==> src/rtl/arima_result_logger_if.sv <==
// Result handshake and readout channel between an ARIMA detector/reader and the result logger.
interface arima_result_logger_if #(
    parameter int TS_W = 16
);
    logic                res_valid;
    logic                res_ready;
    logic [31:0]         prediction;
    logic                label;
    logic                overflow;
    logic [31:0]         time_step;
    logic                rd_en;
    logic                rd_valid;
    logic [34+TS_W-1:0]  rd_data;

    modport master (
        output res_valid, prediction, label, overflow, time_step, rd_en,
        input  res_ready, rd_valid, rd_data
    );

    modport slave (
        input  res_valid, prediction, label, overflow, time_step, rd_en,
        output res_ready, rd_valid, rd_data
    );
endinterface

==> src/rtl/arima_result_logger.sv <==
// Circular buffer logging ARIMA detector results under an IDLE/LOG/STOPPED control FSM,
// with a registered single-record readout port and anomaly/drop bookkeeping.
module arima_result_logger #(
    parameter int DEPTH = 16,
    parameter int TS_W  = 16
) (
    input  logic                     clk,
    input  logic                     reset,
    input  logic                     start,
    input  logic                     stop,
    input  logic                     clear,
    arima_result_logger_if.slave     bus,
    output logic [$clog2(DEPTH):0]   count,
    output logic [15:0]              anomaly_cnt,
    output logic                     dropped,
    output logic [3:0]               leds
);
    localparam int AW = $clog2(DEPTH);
    localparam int RW = 34 + TS_W;

    typedef enum logic [1:0] {IDLE, LOG, STOPPED} state_t;

    state_t          state;
    state_t          state_next;
    logic [AW-1:0]   wr_ptr;
    logic [AW-1:0]   rd_ptr;
    logic [RW-1:0]   mem [DEPTH];
    logic [RW-1:0]   record;
    logic            full;
    logic            empty;
    logic            wr_fire;
    logic            rd_fire;

    always_ff @(posedge clk or negedge reset) begin
        if (!reset) state <= IDLE;
        else        state <= state_next;
    end

    always_comb begin
        state_next = state;
        if (clear) begin
            state_next = IDLE;
        end else begin
            case (state)
                IDLE:    if (start)          state_next = LOG;
                LOG:     if (stop)           state_next = STOPPED;
                STOPPED: if (start && !stop) state_next = LOG;
                default:                     state_next = IDLE;
            endcase
        end
    end

    assign full          = (count == (AW+1)'(DEPTH));
    assign empty         = (count == '0);
    assign bus.res_ready = (state == LOG) && !full && !clear;
    assign wr_fire       = bus.res_valid && bus.res_ready;
    // A pop requested in the same cycle as clear is discarded along with the buffer.
    assign rd_fire       = bus.rd_en && !empty && !clear;
    assign record        = {bus.time_step[TS_W-1:0], bus.overflow, bus.label, bus.prediction};
    assign leds          = {state == LOG, full, empty, dropped};

    generate
        if (TS_W < 32) begin : g_ts_unused
            logic unused_ts_high;
            assign unused_ts_high = ^bus.time_step[31:TS_W];
        end
    endgenerate

    // Unreset storage so it maps onto a simple dual-port RAM.
    always_ff @(posedge clk) begin
        if (wr_fire) mem[wr_ptr] <= record;
    end

    always_ff @(posedge clk or negedge reset) begin
        if (!reset) begin
            wr_ptr       <= '0;
            rd_ptr       <= '0;
            count        <= '0;
            anomaly_cnt  <= '0;
            dropped      <= 1'b0;
            bus.rd_valid <= 1'b0;
            bus.rd_data  <= '0;
        end else if (clear) begin
            wr_ptr       <= '0;
            rd_ptr       <= '0;
            count        <= '0;
            anomaly_cnt  <= '0;
            dropped      <= 1'b0;
            bus.rd_valid <= 1'b0;
        end else begin
            bus.rd_valid <= rd_fire;
            if (wr_fire) wr_ptr <= wr_ptr + 1'b1;
            if (rd_fire) begin
                bus.rd_data <= mem[rd_ptr];
                rd_ptr      <= rd_ptr + 1'b1;
            end
            case ({wr_fire, rd_fire})
                2'b10:   count <= count + 1'b1;
                2'b01:   count <= count - 1'b1;
                default: count <= count;
            endcase
            if (wr_fire && bus.label && (anomaly_cnt != 16'hFFFF))
                anomaly_cnt <= anomaly_cnt + 1'b1;
            if ((state == LOG) && bus.res_valid && full)
                dropped <= 1'b1;
        end
    end
endmodule
==> src/flat_wrapper.sv <==
// flat-port wrapper written by rule: the top's interface ports become plain ports
module arima_result_logger_flat 
#(
    parameter int DEPTH = 16,
    parameter int TS_W  = 16
)
  (clk, reset, start, stop, clear, count, anomaly_cnt, dropped, leds, bus_res_valid, bus_prediction, bus_label, bus_overflow, bus_time_step, bus_rd_en, bus_res_ready, bus_rd_valid, bus_rd_data);
  arima_result_logger_if #(.TS_W(TS_W)) bus_i ();
  input  logic clk;
  input  logic reset;
  input  logic start;
  input  logic stop;
  input  logic clear;
  output logic [$clog2(DEPTH):0] count;
  output logic [15:0] anomaly_cnt;
  output logic dropped;
  output logic [3:0] leds;
  input wire logic [$bits(bus_i.res_valid)-1:0] bus_res_valid;
  input wire logic [$bits(bus_i.prediction)-1:0] bus_prediction;
  input wire logic [$bits(bus_i.label)-1:0] bus_label;
  input wire logic [$bits(bus_i.overflow)-1:0] bus_overflow;
  input wire logic [$bits(bus_i.time_step)-1:0] bus_time_step;
  input wire logic [$bits(bus_i.rd_en)-1:0] bus_rd_en;
  output wire logic [$bits(bus_i.res_ready)-1:0] bus_res_ready;
  output wire logic [$bits(bus_i.rd_valid)-1:0] bus_rd_valid;
  output wire logic [$bits(bus_i.rd_data)-1:0] bus_rd_data;
  assign bus_i.res_valid = bus_res_valid;
  assign bus_i.prediction = bus_prediction;
  assign bus_i.label = bus_label;
  assign bus_i.overflow = bus_overflow;
  assign bus_i.time_step = bus_time_step;
  assign bus_i.rd_en = bus_rd_en;
  assign bus_res_ready = bus_i.res_ready;
  assign bus_rd_valid = bus_i.rd_valid;
  assign bus_rd_data = bus_i.rd_data;
  arima_result_logger #(.DEPTH(DEPTH), .TS_W(TS_W)) u_core (.clk(clk), .reset(reset), .start(start), .stop(stop), .clear(clear), .bus(bus_i), .count(count), .anomaly_cnt(anomaly_cnt), .dropped(dropped), .leds(leds));
endmodule
==> config.mk <==
export PLATFORM = sky130hd
export DESIGN_NAME = arima_result_logger_flat
export DESIGN_NICKNAME = d
export VERILOG_FILES = /design/src/rtl/arima_result_logger_if.sv /design/src/rtl/arima_result_logger.sv /design/src/flat_wrapper.sv
export SDC_FILE = /design/constraint.sdc
export NUM_CORES = 1
export LEC_CHECK = 0
export ABC_AREA = 1
export BUFFER_PORTS_ARGS = -buffer_cell sky130_fd_sc_hd__buf_4
export CORE_AREA = 2 2 294 296
export DETAILED_ROUTE_END_ITERATION = 8
export DIE_AREA = 0 0 296 298
export PLACE_DENSITY = 0.65
export SYNTH_ARGS = -nofsm -noshare
export SYNTH_HDL_FRONTEND = slang
export SYNTH_SLANG_ARGS = --single-unit
==> constraint.sdc <==
create_clock -name clk -period 3.5 [get_ports clk]
set_input_delay 0.7 -clock clk [delete_from_list [all_inputs] [get_ports clk]]
set_output_delay 0.7 -clock clk [all_outputs]
set_load 0.01 [all_outputs]
==> run_results.csv <==
group,metric,value,unit
outcome,outcome,"finished clean",
clock_network,post_cts_hold_buffer_count,0,
route,vias,22620,
critical_path,cp_cell_sequence,"nor2_1 > nand3_1 > nand2_2 > inv_1 > buf_4",
synthesis,ys_top_cells_by_area,"sky130_fd_sc_hd__edfxtp_1 (68%), sky130_fd_sc_hd__nand2_1 (11%), sky130_fd_sc_hd__dfrtp_1 (5.9%)",
clock_network,numCtsBuffers,91,
timing,finalHoldViolCount,0,
synthesis,synth-main-ff-cell,"sky130_fd_sc_hd__edfxtp_1",
synthesis,synth_area_leader_cell,"sky130_fd_sc_hd__edfxtp_1",
final_layout,drive_gt1_frac,0.1157,
critical_path,regToRegSetupSlack,1080,ps
critical_path,regToRegEndpoint,"u_core.count[1]$_DFFE_PN0P_",
clock_network,clockBufferDepth,3,
synthesis,synth_enable_flop_cells,800,
synthesis,synthDominantCellAreaShare,0.6771,
worst_hold_path,holdCritPathClass,"in2async",
timing,timing.final.max_slew_violations,0,
power_and_ir_drop,total_power,27020,uW
floorplan,rows,107,
clock_network,tritoncts_num_sinks,883,
clock_network,post_cts.repair.setup_buffers,0,
place,hpwlAfterDp,44950,um
timing,max_clock_freq,0.4122,GHz
timing,worst_pin_slew,999.0,ps
floorplan,die_height,298,um
power_and_ir_drop,power.static_leakage,0.01502,uW
synthesis,synth_cells,2961,
place,place_worst_setup_slack,775.8,ps
critical_path,critical_path.endpoint_type,"output port",
final_layout,area.sequential,26110,um^2
clock_network,cts_htree_levels,3,
synthesis,yosys-mux-area-fraction,0,
critical_path,worstPathMaxFanout,5,
critical_path,criticalPathCategory,"reg2out",
synthesis,synth_cell_type_count,34,
synthesis,netlist_top_cells_count,"sky130_fd_sc_hd__nand2_1 (1027), sky130_fd_sc_hd__edfxtp_1 (800), sky130_fd_sc_hd__nand3_1 (249)",
critical_path,timing.rr.start,"u_core.count[1]$_DFFE_PN0P_",
critical_path,worstPathArrival,1730,ps
grt,initial_antenna_violation_count,2,
synthesis,synth-async-reset-ratio,0.09400,
synthesis,syn_nets,3044,
final_layout,fillerInstances,7457,
route,drc,0,
grt,via_count_of_the_first_global_routing_pass,21590,
floorplan,initial_core_util,0.4180,
grt,grt_first_pass_wirelength,132400,um
synthesis,synth_fa_ha_area_frac,0.003738,
power_and_ir_drop,powerDensity,662.2,nW/um^2
clock_network,clk_root_buffer_cell,"sky130_fd_sc_hd__clkbuf_16",
clock_network,ctsResizeCount,0,
synthesis,postSynthRegisterBits,883,
route,detailedRoute.firstPassIterationCount,6,
clock_network,clock_insertion_delay_worst_skew,650,ps
critical_path,cp_slowest_stage_delay,430,ps
synthesis,synth-simple-area-share,0.1679,
timing,min_period,2426,ps
route,vias_per_cell,5.257,
synthesis,mappedNetlistArea,35480,um^2
critical_path,critPathTopFamily,"simple AND/OR/NAND/NOR gates",
final_layout,area_growth,15.02,%
timing,fin_skew,21.38,ps
timing,setup_viol,0,
floorplan,dieWidth,296,um
synthesis,synth-xor-area-share,0.003950,
timing,period_share,0.6932,
timing,rsz_0062_raised_after_global_routing,"false",
route,totalWireLength,87910,um
grt,grt_start_max_net_pins,154,
grt,global_route.overflow_total,0,
place,gp_congestion,0.8016,
synthesis,synth.yosys.warnings,0,
route,final_antenna_net_count,0,
timing,final_critical_path_setup_slack,1074,ps
synthesis,synth.avg_cell_area,11.98,um^2
synthesis,sequential_fraction_of_the_synthesis_area,0.7356,
critical_path,timing.critical_path.required,2800,ps
critical_path,critPathSlowestCell,"sky130_fd_sc_hd__dfrtp_1",
grt,gr-usage-all-layers,0.1978,
route,drt_iter0_drc,2017,
floorplan,design.portCount,151,
route,detail_route.wl_per_cell,20.44,um
clock_network,clk_transition_reported_paths,60,ps
power_and_ir_drop,power.ir.vdd_worst,0.0005384,V
critical_path,timing.reg2reg.worst_path_depth,8,
job,max_cap_viol_count,0,
critical_path,path_buf_inv,2,
synthesis,synth_compound_gate_area_share,0.06083,
timing,slew-limit-headroom,0.3340,
critical_path,setup.worst_path.start_class,"flip-flop",
final_layout,multiInputGateArea,8534,um^2
floorplan,die_area,88210,um^2
floorplan,coreArea,84880,um^2
clock_network,tritoncts,"yes",
place,io_buffers,134,
final_layout,finalNetCount,3163,
synthesis,main_combinational_cell_family_by_area_after_synthesis,"simple AND/OR/NAND/NOR gates",
synthesis,yosysMostFrequentCell,"sky130_fd_sc_hd__nand2_1",
==> logic make-up after synthesis <==
kind of cell	after synthesis
simple gates	1481
flops	883
buf+inv	204
xor+xnor	16
fa+ha+maj	10
compound gates	367
==> state kept, by name (all words and copies together) (netlist names) <==
| name | cells |
|---|---|
| u_core.bus.rd_valid | 1 |
| u_core.wr_ptr | 4 |
| u_core.bus.rd_data | 50 |
| u_core.count | 5 |
| u_core.dropped | 1 |
| u_core.anomaly_cnt | 16 |
| u_core.mem | 800 |
| u_core.rd_ptr | 4 |
| u_core.state | 2 |
==> how the worst max path moves through the flow <==
| stage | from | to | slack [ps] | cells past startpoint |
|---|---|---|---|---|
| global placement | clear | u_core.mem[12][37]$_DFFE_PP_ | 790 | 7 |
| global route | u_core.count[1]$_DFFE_PN0P_ | u_core.count[4]$_DFFE_PN0P_ | 820 | 8 |
| floorplan | clear | u_core.mem[11][0]$_DFFE_PP_ | -310 | 5 |
| detailed placement | clear | u_core.mem[12][37]$_DFFE_PP_ | 780 | 7 |
| finish | u_core.count[1]$_DFFE_PN0P_ | bus_res_ready | 1070 | 5 |
| CTS | u_core.count[1]$_DFFE_PN0P_ | u_core.count[2]$_DFFE_PN0P_ | 1030 | 8 |
==> metrics by stage <==
step           utilization  hold WS, ps  cell area (um^2)  TNS [ps]  std cells
2_1_floorplan            -        404.4             35490   -198030       2961
3_3_place_gp        0.4466        466.6             37910         0       4131
3_5_place_dp        0.4466        467.2             37910         0       4131
4_1_cts             0.4807        195.2             40800         0       4300
5_1_grt             0.4808        227.5             40810         0       4302
6_report            0.4808        155.0             40810         0       4302
==> final cells by class <==
type / instances / share of cell area
multi-input combinational: 1874 / 0.2091
tap: 1144 / 0.03508
timing repair buffer: 198 / 0.04164
inverter: 32 / 0.003250
antenna: 2 / 0.0001226
clock inverter: 42 / 0.008278
clock buffer: 127 / 0.06264
sequential: 883 / 0.6399
==> routing by layer <==
| layer | wire, um | global-route usage | vias up | part of all wire |
|---|---|---|---|---|
| li1 | - | - | 10600 | - |
| met1 | 37120 | 0.2678 | 11130 | 0.42 |
| met3 | 5363 | 0.02812 | 127 | 0.061 |
| met2 | 43400 | 0.3292 | 762 | 0.49 |
| met4 | 2029 | 0.06361 | 0 | 0.023 |
| met5 | 0 | 0 | - | 0 |
==> cells in the final DEF, fill, tap and decap left out, types with 7 or more instances in the layout <==
| master | netlist | final |
|---|---|---|
| sky130_fd_sc_hd__o22ai_1 | 50 | 50 |
| sky130_fd_sc_hd__nand2_1 | 1027 | 1026 |
| sky130_fd_sc_hd__nand3b_1 | 7 | 7 |
| sky130_fd_sc_hd__a21oi_1 | 106 | 106 |
| sky130_fd_sc_hd__buf_12 | 0 | 17 |
| sky130_fd_sc_hd__o211ai_1 | 50 | 50 |
| sky130_fd_sc_hd__a21boi_1 | 30 | 30 |
| sky130_fd_sc_hd__ha_1 | 9 | 9 |
| sky130_fd_sc_hd__nor2_1 | 188 | 172 |
| sky130_fd_sc_hd__xor2_1 | 13 | 13 |
| sky130_fd_sc_hd__dfrtp_1 | 83 | 80 |
| sky130_fd_sc_hd__clkinv_2 | 0 | 19 |
| sky130_fd_sc_hd__o21ai_0 | 108 | 108 |
| sky130_fd_sc_hd__inv_1 | 28 | 27 |
| sky130_fd_sc_hd__clkbuf_16 | 0 | 94 |
| sky130_fd_sc_hd__buf_4 | 24 | 181 |
| sky130_fd_sc_hd__clkbuf_8 | 0 | 8 |
| sky130_fd_sc_hd__clkinv_1 | 1 | 12 |
| sky130_fd_sc_hd__a21boi_0 | 20 | 20 |
| sky130_fd_sc_hd__clkbuf_1 | 70 | 25 |
| sky130_fd_sc_hd__nand3_1 | 249 | 248 |
| sky130_fd_sc_hd__edfxtp_1 | 800 | 800 |
| sky130_fd_sc_hd__nor2_4 | 2 | 19 |
==> worst register-to-register path: stages (launching register included) <==
cell and delay [ps]:
sky130_fd_sc_hd__dfrtp_1 430, sky130_fd_sc_hd__nor2_1 160, sky130_fd_sc_hd__nand3_1 240, sky130_fd_sc_hd__nand3_4 130, sky130_fd_sc_hd__buf_4 620, sky130_fd_sc_hd__nand2_1 320, sky130_fd_sc_hd__a21oi_2 310, sky130_fd_sc_hd__nand2_1 80
sky130_fd_sc_hd__nand2_1 70
==> power breakdown <==
| group | internal (uW) | switching [uW] |
|---|---|---|
| Clock | 5340 | 3980 |
| Sequential | 11800 | 264 |
| Combinational | 1840 | 3750 |
| Total | 19000 | 7990 |
No activity file was read; power rests on OpenSTA's default activity.
